File: src/rtl/rf_write_scoreboard_if.sv
// ---------------------------------------------------------------------------
// rf_write_scoreboard_if
//
// Purpose:
//   Bundles the request, query and status signals of the register-file write
//   scoreboard so producer/consumer logic and the scoreboard share one bus.
//
// Signals:
//   C       writeback destination register
//   RF      writeback request (register-file write of C)
//   I       issue destination (instruction that will later write I)
//   IV      issue valid for I
//   Q       query address for the operand hazard check
//   E       registered one-hot write-enable vector to the register file
//   busy    registered pending-write scoreboard
//   Q_busy  combinational busy[Q]
//   npend   registered count of set busy bits
//   err     sticky protocol-error flag
//
// Modports:
//   master  drives requests/queries, observes status (pipeline control side)
//   slave   the scoreboard itself
// ---------------------------------------------------------------------------
interface rf_write_scoreboard_if #(
    parameter int ADDR_W = 5
) ();

    localparam int NREG = 2 ** ADDR_W;

    logic [ADDR_W-1:0] C;
    logic              RF;
    logic [ADDR_W-1:0] I;
    logic              IV;
    logic [ADDR_W-1:0] Q;
    logic [NREG-1:0]   E;
    logic [NREG-1:0]   busy;
    logic              Q_busy;
    logic [ADDR_W:0]   npend;
    logic              err;

    modport master (
        output C, RF, I, IV, Q,
        input  E, busy, Q_busy, npend, err
    );

    modport slave (
        input  C, RF, I, IV, Q,
        output E, busy, Q_busy, npend, err
    );

endinterface

File: src/rtl/rf_write_scoreboard.sv
// ---------------------------------------------------------------------------
// rf_write_scoreboard
//
// Purpose:
//   Tracks which architectural registers have an outstanding producer.
//   An issue (IV/I) marks its destination busy; a writeback (RF/C) clears
//   the destination and pulses a one-hot write enable to the register file
//   one cycle later. Operand hazards are checked through Q/Q_busy. Protocol
//   violations (writeback with no producer, reissue without writeback) set
//   a sticky error flag but never block the state updates.
//
// Parameters:
//   ADDR_W        register address width
//   ZERO_PROTECT  1: register 0 is hard-wired (never enabled, never busy)
//   NREG          register count, always 2**ADDR_W
//
// Ports:
//   clk    single rising-edge clock
//   reset  synchronous active-high reset
//   bus    rf_write_scoreboard_if slave modport (requests, query, status)
// ---------------------------------------------------------------------------
module rf_write_scoreboard #(
    parameter int  ADDR_W       = 5,
    parameter int  ZERO_PROTECT = 1,
    localparam int NREG         = 2 ** ADDR_W
) (
    input  logic                   clk,
    input  logic                   reset,
    rf_write_scoreboard_if.slave   bus
);

    logic [NREG-1:0]  e_q;
    logic [NREG-1:0]  e_next;
    logic [NREG-1:0]  busy_q;
    logic [NREG-1:0]  busy_next;
    logic [ADDR_W:0]  npend_q;
    logic [ADDR_W:0]  npend_next;
    logic             err_q;
    logic             err_next;

    logic             c_prot;
    logic             i_prot;
    logic             wb_req;
    logic             iss_req;

    // Qualify the two requests: a request aimed at a hard-wired register 0
    // is simply dropped, so it neither enables a write nor raises an error.
    always_comb begin
        c_prot  = (ZERO_PROTECT != 0) && (bus.C == '0);
        i_prot  = (ZERO_PROTECT != 0) && (bus.I == '0);
        wb_req  = bus.RF && !c_prot;
        iss_req = bus.IV && !i_prot;
    end

    // Next-state computation. The writeback clear is applied before the
    // issue set so that when both target the same register the new producer
    // wins and the register stays busy. Error checks look at the scoreboard
    // as it was before this edge.
    always_comb begin
        e_next    = '0;
        busy_next = busy_q;
        err_next  = err_q;

        if (wb_req) begin
            e_next[bus.C]    = 1'b1;
            busy_next[bus.C] = 1'b0;
            if (!busy_q[bus.C]) begin
                err_next = 1'b1;
            end
        end

        if (iss_req) begin
            busy_next[bus.I] = 1'b1;
            if (busy_q[bus.I] && !(wb_req && (bus.C == bus.I))) begin
                err_next = 1'b1;
            end
        end
    end

    // Pending count is the popcount of the next scoreboard, so it is always
    // consistent with busy after the same edge and can never wrap.
    always_comb begin
        npend_next = '0;
        for (int k = 0; k < NREG; k++) begin
            npend_next = npend_next + {{ADDR_W{1'b0}}, busy_next[k]};
        end
    end

    // State registers. Reset overrides any request sampled in the same
    // cycle, discarding pending writes and suppressing the enable pulse.
    always_ff @(posedge clk) begin
        if (reset) begin
            e_q     <= '0;
            busy_q  <= '0;
            npend_q <= '0;
            err_q   <= 1'b0;
        end else begin
            e_q     <= e_next;
            busy_q  <= busy_next;
            npend_q <= npend_next;
            err_q   <= err_next;
        end
    end

    // Hazard query reads the registered scoreboard only; same-cycle issue
    // or writeback is deliberately not forwarded.
    assign bus.Q_busy = busy_q[bus.Q];
    assign bus.E      = e_q;
    assign bus.busy   = busy_q;
    assign bus.npend  = npend_q;
    assign bus.err    = err_q;

endmodule

File: src/flat_wrapper.sv
// flat-port wrapper written by rule: the top's interface ports become plain ports
module rf_write_scoreboard_flat 
#(
    parameter int  ADDR_W       = 5,
    parameter int  ZERO_PROTECT = 1,
    localparam int NREG         = 2 ** ADDR_W
)
  (clk, reset, bus_C, bus_RF, bus_I, bus_IV, bus_Q, bus_E, bus_busy, bus_Q_busy, bus_npend, bus_err);
  rf_write_scoreboard_if #(.ADDR_W(ADDR_W)) bus_i ();
  input  logic clk;
  input  logic reset;
  input wire logic [$bits(bus_i.C)-1:0] bus_C;
  input wire logic [$bits(bus_i.RF)-1:0] bus_RF;
  input wire logic [$bits(bus_i.I)-1:0] bus_I;
  input wire logic [$bits(bus_i.IV)-1:0] bus_IV;
  input wire logic [$bits(bus_i.Q)-1:0] bus_Q;
  output wire logic [$bits(bus_i.E)-1:0] bus_E;
  output wire logic [$bits(bus_i.busy)-1:0] bus_busy;
  output wire logic [$bits(bus_i.Q_busy)-1:0] bus_Q_busy;
  output wire logic [$bits(bus_i.npend)-1:0] bus_npend;
  output wire logic [$bits(bus_i.err)-1:0] bus_err;
  assign bus_i.C = bus_C;
  assign bus_i.RF = bus_RF;
  assign bus_i.I = bus_I;
  assign bus_i.IV = bus_IV;
  assign bus_i.Q = bus_Q;
  assign bus_E = bus_i.E;
  assign bus_busy = bus_i.busy;
  assign bus_Q_busy = bus_i.Q_busy;
  assign bus_npend = bus_i.npend;
  assign bus_err = bus_i.err;
  rf_write_scoreboard #(.ADDR_W(ADDR_W), .ZERO_PROTECT(ZERO_PROTECT)) u_core (.clk(clk), .reset(reset), .bus(bus_i));
endmodule
File: config.mk
export PLATFORM = sky130hd
export DESIGN_NAME = rf_write_scoreboard_flat
export DESIGN_NICKNAME = d
export VERILOG_FILES = /design/src/rtl/rf_write_scoreboard_if.sv /design/src/rtl/rf_write_scoreboard.sv /design/src/flat_wrapper.sv
export SDC_FILE = /design/constraint.sdc
export NUM_CORES = 1
export LEC_CHECK = 0
export ABC_AREA = 1
export CAP_MARGIN = 30
export CORE_MARGIN = 5
export CORE_UTILIZATION = 25
export CTS_BUF_LIST = sky130_fd_sc_hd__clkbuf_8
export DETAILED_ROUTE_END_ITERATION = 6
export PLACE_DENSITY = 0.58
export SKIP_CTS_REPAIR_TIMING = 1
export SYNTH_ARGS = -nofsm -noshare
export SYNTH_HDL_FRONTEND = slang
export SYNTH_SLANG_ARGS = --single-unit
export TNS_END_PERCENT = 50
File: constraint.sdc
create_clock -name clk -period 7.7 [get_ports clk]
set_clock_uncertainty 0.15 [all_clocks]
set_input_delay 1.925 -clock clk [delete_from_list [all_inputs] [get_ports clk]]
set_output_delay 1.925 -clock clk [all_outputs]
set_load 0.005 [all_outputs]
# After elaboration in Yosys (flattened, before gate mapping)
# Cells that the tools add are included.
classes:
  order_cmp: 5
  addsub: 31
  n_bitwise: 4
  shifts: 0
  div_mod_pow: 0
  n_mux: 16
  mul: 0
  eq_ne: 1
  n_reduce_logical: 12
ops:
  columns: ["operator", "n"]
  rows:
  - ["$add 6x1->6", 30]
  - ["$mux 32", 2]
  - ["$and 32x32->32", 1]
  - ["$not 32->32", 1]
  - ["$or 32x32->32", 1]
  - ["$lt 5x6->1 const B", 3]
  - ["$bmux 1 s5", 3]
  - ["$demux 1 s5", 2]
  - ["$ge 5x1->1 const B", 2]
  - ["$logic_not 5->1", 2]
  - ["$mux 1", 9]
  - ["$logic_and 1x1->1", 6]
  - ["$eq 5x5->1", 1]
  - ["$logic_not 1->1", 3]
  - ["$add 1x1->2", 1]
  - ["$reduce_or 2->1", 1]
  - ["$not 1->1", 1]
word_totals:
  rom_bits: 0
  wordCells: 73
  ramBits: 0
  out_inout_bits: 72
  regBits: 71
  n_memories: 0
  inputBits: 19
  latchBits: 0

# Depth between registers and ports, before layout
logic_depth:
  depth_word: 40
  depth_mapped: 27
  depth_no_buf: 26

# Worst setup path after synthesis
# No wires, ideal clock.
synth_timing:
  path_kind: "input -> register"
  start: "input bus_C[0]"
  end: "register u_core.npend_q[4] (netlist: u_core.bus.npend[4])"
  n_path_buf: 2
  arrival_time_ps: 7189
  path_slack_ps: 291
  cell_stages: 26
  t_required_ps: 7480
  setup_time_ps: 70
  cell_sequence: "buf_2 -> inv_4 -> nand2_1 -> inv_1 -> nand2_1 -> nand2_2 -> clkbuf_4 -> o21ai_0 -> nand2_1 -> fa_1 -> inv_1 -> fa_1 -> fa_1 -> inv_1 -> fa_1 -> inv_1 -> fa_1 -> fa_1 -> inv_1 -> fa_1 -> inv_1 -> fa_1 -> o21bai_1 -> a21oi_1 -> o21ai_0 -> a21oi_1"
synth_via:
  word_cells_on_any_way: 44
  classes_between: "add/sub: 31; order compare: 2; mux: 4; bitwise: 3; reduce/logical: 4"
synth_lines:
  columns: ["element", "line_no", "rtl"]
  rows:
  - ["start: declaration", "flat_wrapper.sv:12", "input wire logic [$bits(bus_i.C)-1:0] bus_C;"]
  - ["$lt 5x6->1 (not written as such) or $ge 5x1->1 (tied branches)", "rf_write_scoreboard.sv:66", "busy_next[bus.C] = 1'b0;"]
  - ["$logic_and 1x1->1 (not written as such)", "rf_write_scoreboard.sv:66", null]
  - ["$mux 1 (not written as such)", "rf_write_scoreboard.sv:66", null]
  - ["$demux 1 s5", null, null]
  - ["$not 32->32 (no line)", null, null]
  - ["$and 32x32->32 (no line)", null, null]
  - ["$mux 32 (*)", "rf_write_scoreboard.sv:64", "if (wb_req) begin"]
  - ["$or 32x32->32 (no line)", null, null]
  - ["$mux 32 (*)", "rf_write_scoreboard.sv:72", "if (iss_req) begin"]
  - ["net u_core.busy_next[18]", "rf_write_scoreboard.sv:35", "logic [NREG-1:0] busy_next;"]
  - ["$add 6x1->6 (*) (14 in series)", "rf_write_scoreboard.sv:85", "npend_next = npend_next + {{ADDR_W{1'b0}}, busy_next[k]};"]
  - ["end signal: assignment", "rf_write_scoreboard.sv:100", "npend_q <= npend_next;"]
  - ["end: declaration", "rf_write_scoreboard.sv:36", "logic [ADDR_W:0] npend_q;"]
# Mark *: on every way through the listed nets, which the timed path passes. The rest lies on a longest branch.
# A chain may end at the register's enable or synchronous reset.

# Worst setup path in the final report
layout_timing:
  start: "input bus_C[1]"
  end: "register u_core.npend_q[4] (netlist: u_core.bus.npend[4])"
layout_via:
  elab_chain_cells: 40
  word_cells_on_any_way: 44
  classes_between: "add/sub: 31; order compare: 2; mux: 4; bitwise: 3; reduce/logical: 4"
layout_lines:
  columns: ["element", "line_no"]
  rows:
  - ["$lt 5x6->1 (not written as such) or $ge 5x1->1 (tied branches)", "rf_write_scoreboard.sv:66"]
  - ["$logic_and 1x1->1 (not written as such)", "rf_write_scoreboard.sv:66"]
  - ["$mux 1 (not written as such)", "rf_write_scoreboard.sv:66"]
  - ["$demux 1 s5", null]
  - ["$not 32->32 (no line)", null]
  - ["$and 32x32->32 (no line)", null]
  - ["$mux 32 (*)", "rf_write_scoreboard.sv:64"]
  - ["$or 32x32->32 (no line)", null]
  - ["$mux 32 (*)", "rf_write_scoreboard.sv:72"]
  - ["$add 1x1->2", "rf_write_scoreboard.sv:85"]
  - ["$add 6x1->6 (29 in series)", "rf_write_scoreboard.sv:85"]
  - ["$add 6x1->6 (*)", "rf_write_scoreboard.sv:85"]
# Mark *: on every way between the ends. The rest lies on a longest branch, timed or not.

==> flow_summary_export.csv <==
group,metric,value,unit
status,status,"completed",
critical_path,start_kind,"primary input",
logic_synthesis,postSynthCellCount,625,
logic_synthesis,synth_nets,676,
routing,drc,0,
layout,nets,879,
sta,tightest_slew,0.9430,ns
clock_tree,cts.sinks,71,
global_routing,antenna_found_initial,0,
sta,slew_violations,0,
logic_synthesis,synth.area.top_cells,"dfxtp_1, nand2_1, fa_1",
logic_synthesis,netlist_area,4282,µm²
global_routing,track_usage,0.1760,
clock_tree,clkTransAtPathRegs,0.09,ns
layout,final_cell_area,6605,µm²
logic_synthesis,ys_ff_latch,71,
worst_hold_path,hold_class,"flip-flop to flip-flop",
critical_path,critPathCaptureType,"flip-flop",
global_routing,grt_max_degree,49,
sta,setup_violations,0,
routing,firstDrtPassIters,5,
routing,ant_nets,0,
sta,layout_min_cycle_time,7.474,ns
floorplan,start_util,0.2564,
routing,vias,4853,
place,place_area,6213,µm²
pwr,vdd_ir_drop_max,0.06285,mV
critical_path,crit_start,"bus_C[1]",
layout,antenna_cells,0,
critical_path,critical_path_class,"primary input to flip-flop",
critical_path,r2r_cells,18,
critical_path,rrSetupSlack,2.28,ns
pwr,power-per-cell-area,137.8,nW/µm²
floorplan,core,16700,µm²
clock_tree,h-tree-depth,3,
routing,routed_wl,17660,µm
clock_tree,cts_tree,"done",
sta,finalCritPeriodShare,0.9706,
critical_path,r2r_start,"u_core.bus.busy[1]",
global_routing,grt_pass1_wl,26880,µm
pwr,power_leakage,3.078,nW
sta,max_freq,133.8,MHz
clock_tree,clock-root-buffer,"clkbuf_8",
layout,fin_util,0.3955,
floorplan,dieArea,19840,µm²
critical_path,required,7.86,ns
sta,slew_headroom,0.3713,
sta,hold_viol,0,
routing,viasPerCell,4.609,
clock_tree,cts_inserted_buffers,9,
place,post-dp-hpwl,14060,µm
place,gp_congestion,0.9936,
sta,fin_ws,0.2265,ns
global_routing,overflow,0,
logic_synthesis,yosysSeqAreaShare,0.3320,
critical_path,r2r-end,"u_core.bus.npend[4]",
floorplan,row_count,47,
place,pre_cts_ws,-0.3961,ns
sta,holdWs,0.4284,ns
floorplan,io_pins,91,
floorplan,die_w,140.9,µm
routing,wl_per_cell,16.77,µm
place,numPortBuffers,90,
logic_synthesis,synth_top_area_frac,0.3320,
layout,drive_above_1_share,0.1993,
layout,num-fill-cells,1775,
logic_synthesis,synth_area_per_cell,6.851,µm²
critical_path,path_max_fanout,6,
pwr,total_power,910.5,µW
layout,area_delta_synth_final,54.27,%
logic_synthesis,synth_warnings,0,
global_routing,grt_pass1_vias,4643,
job,cap_violations,0,
floorplan,die_h,140.9,µm
logic_synthesis,yosysTopAreaCell,"dfxtp_1",
routing,drt_iter0_markers,341,
critical_path,critPathCapture,"u_core.bus.npend[4]",
critical_path,cp.arrival,7.63,ns
clock_tree,clockBufferDepth,2,
clock_tree,clk_latency,0.36,ns
logic_synthesis,synth.distinct_cells,33,
worst max-delay path, stage by stage:
cell             delay [ns]
clkdlybuf4s50_1        0.50
inv_2                  0.07
nand2_1                0.08
inv_1                  0.08
nand2_4                0.12
nand2_4                0.10
buf_4                  0.18
o21ai_1                0.12
o21a_1                 0.19
fa_1                   0.45
fa_1                   0.53
fa_1                   0.52
inv_1                  0.05
fa_1                   0.49
inv_1                  0.05
fa_1                   0.48
fa_1                   0.51
inv_1                  0.05
fa_1                   0.44
inv_1                  0.08
fa_1                   0.19
o21bai_1               0.08
a21oi_2                0.15
o21ai_1                0.07
a21oi_1                0.11
cell usage in the layout, fill, tap and decap left out, types with 2 or more instances in the layout:
| master | instances |
|---|---|
| a21boi_2 | 2 |
| a21oi_1 | 27 |
| xnor2_1 | 3 |
| clkbuf_8 | 9 |
| nand2_1 | 204 |
| bufinv_16 | 2 |
| o21bai_1 | 5 |
| nor3_2 | 6 |
| o221ai_1 | 5 |
| ha_1 | 8 |
| inv_6 | 3 |
| dlymetal6s2s_1 | 7 |
| buf_4 | 122 |
| o21ai_0 | 29 |
| inv_2 | 5 |
| inv_1 | 56 |
| nor2_2 | 2 |
| o21ai_1 | 10 |
| a22oi_1 | 4 |
| a211oi_1 | 3 |
| clkdlybuf4s50_1 | 82 |
| o21ai_2 | 2 |
| o21a_1 | 4 |
| nand2_4 | 3 |
| fa_1 | 24 |
| nor3_1 | 16 |
| nor2_1 | 78 |
| nand3_1 | 24 |
| clkinvlp_4 | 2 |
| clkinv_1 | 2 |
| nand4_1 | 2 |
| dfxtp_1 | 71 |
cells in the mapped netlist, drive strengths merged:
cell type and number:
inv 63, fa 24, a31oi 1, xnor2 3, o21ai 41, a32oi 2
a211oi 3, buf 11, nor2 80, ha 8, nand3 24, nand2 206
conb 1, o21a 4, a21oi 28, nand4 2, clkinv 2, a22oi 5
a21boi 2, dfxtp 71, o21bai 5, o221ai 5, nor3 23, clkbuf 11
area by class of cell:
cell class | instances | area (µm²) | share of cell area
multi-input combinational | 468 | 2591 | 0.3923
timing repair buffer | 213 | 1841 | 0.2787
sequential | 71 | 1421 | 0.2152
tap | 220 | 275.3 | 0.04167
inverter | 65 | 250.2 | 0.03789
clock buffer | 9 | 123.9 | 0.01875
clock inverter | 7 | 102.6 | 0.01553
report_power, final:
part           switching [mW]  internal (mW)
clock                   0.162          0.186
combinational           0.101         0.0817
sequential            0.00522          0.374
routing by layer:
metal	GRT usage	wire, µm	vias up
met2	0.2911	8433	163
met5	0	0	-
met3	0.03759	1095	20
li1	-	-	2398
met4	0.04589	342	0
met1	0.2339	7789	2272
worst min-delay path by stage:
| stage | startpoint | end | slack, ns | cells past startpoint |
|---|---|---|---|---|
| 6_report | u_core.bus.err | u_core.bus.err | 0.43 | 4 |
| 5_1_grt | u_core.bus.err | u_core.bus.err | 0.48 | 4 |
| 2_1_floorplan | u_core.bus.busy[0] | u_core.bus.busy[0] | 0.33 | 2 |
| 3_3_place_gp | u_core.bus.err | u_core.bus.err | 0.41 | 4 |
| 3_5_place_dp | u_core.bus.err | u_core.bus.err | 0.43 | 4 |
| 4_1_cts | u_core.bus.busy[27] | u_core.bus.busy[27] | 0.45 | 2 |
cell families (layout without fill, tap and decap cells):
family / after synthesis / count (layout) / share of synthesized area
AO/OA/AOI/OAI: 96 / 96 / 0.1306
XOR/XNOR: 3 / 3 / 0.006138
adder cells (fa/ha/maj): 32 / 32 / 0.1356
buffers and inverters: 87 / 294 / 0.08153
flip-flops: 71 / 71 / 0.3320
other: 1 / 1 / 0.0008758
AND/OR/NAND/NOR: 335 / 336 / 0.3133
flip-flops by register name, summed over array words and instances, names as in the netlist:
| signal | count |
|---|---|
| u_core.bus.busy | 32 |
| u_core.bus.npend | 6 |
| u_core.bus.err | 1 |
| u_core.bus.E | 32 |
stage by stage:
step,cells,TNS [ns]
2_1_floorplan,625,0
3_3_place_gp,1028,-1.443
3_5_place_dp,1028,-1.453
4_1_cts,1044,-0.01794
5_1_grt,1053,-0.01596
6_report,1053,0
Power figures use the tool's default switching activity.
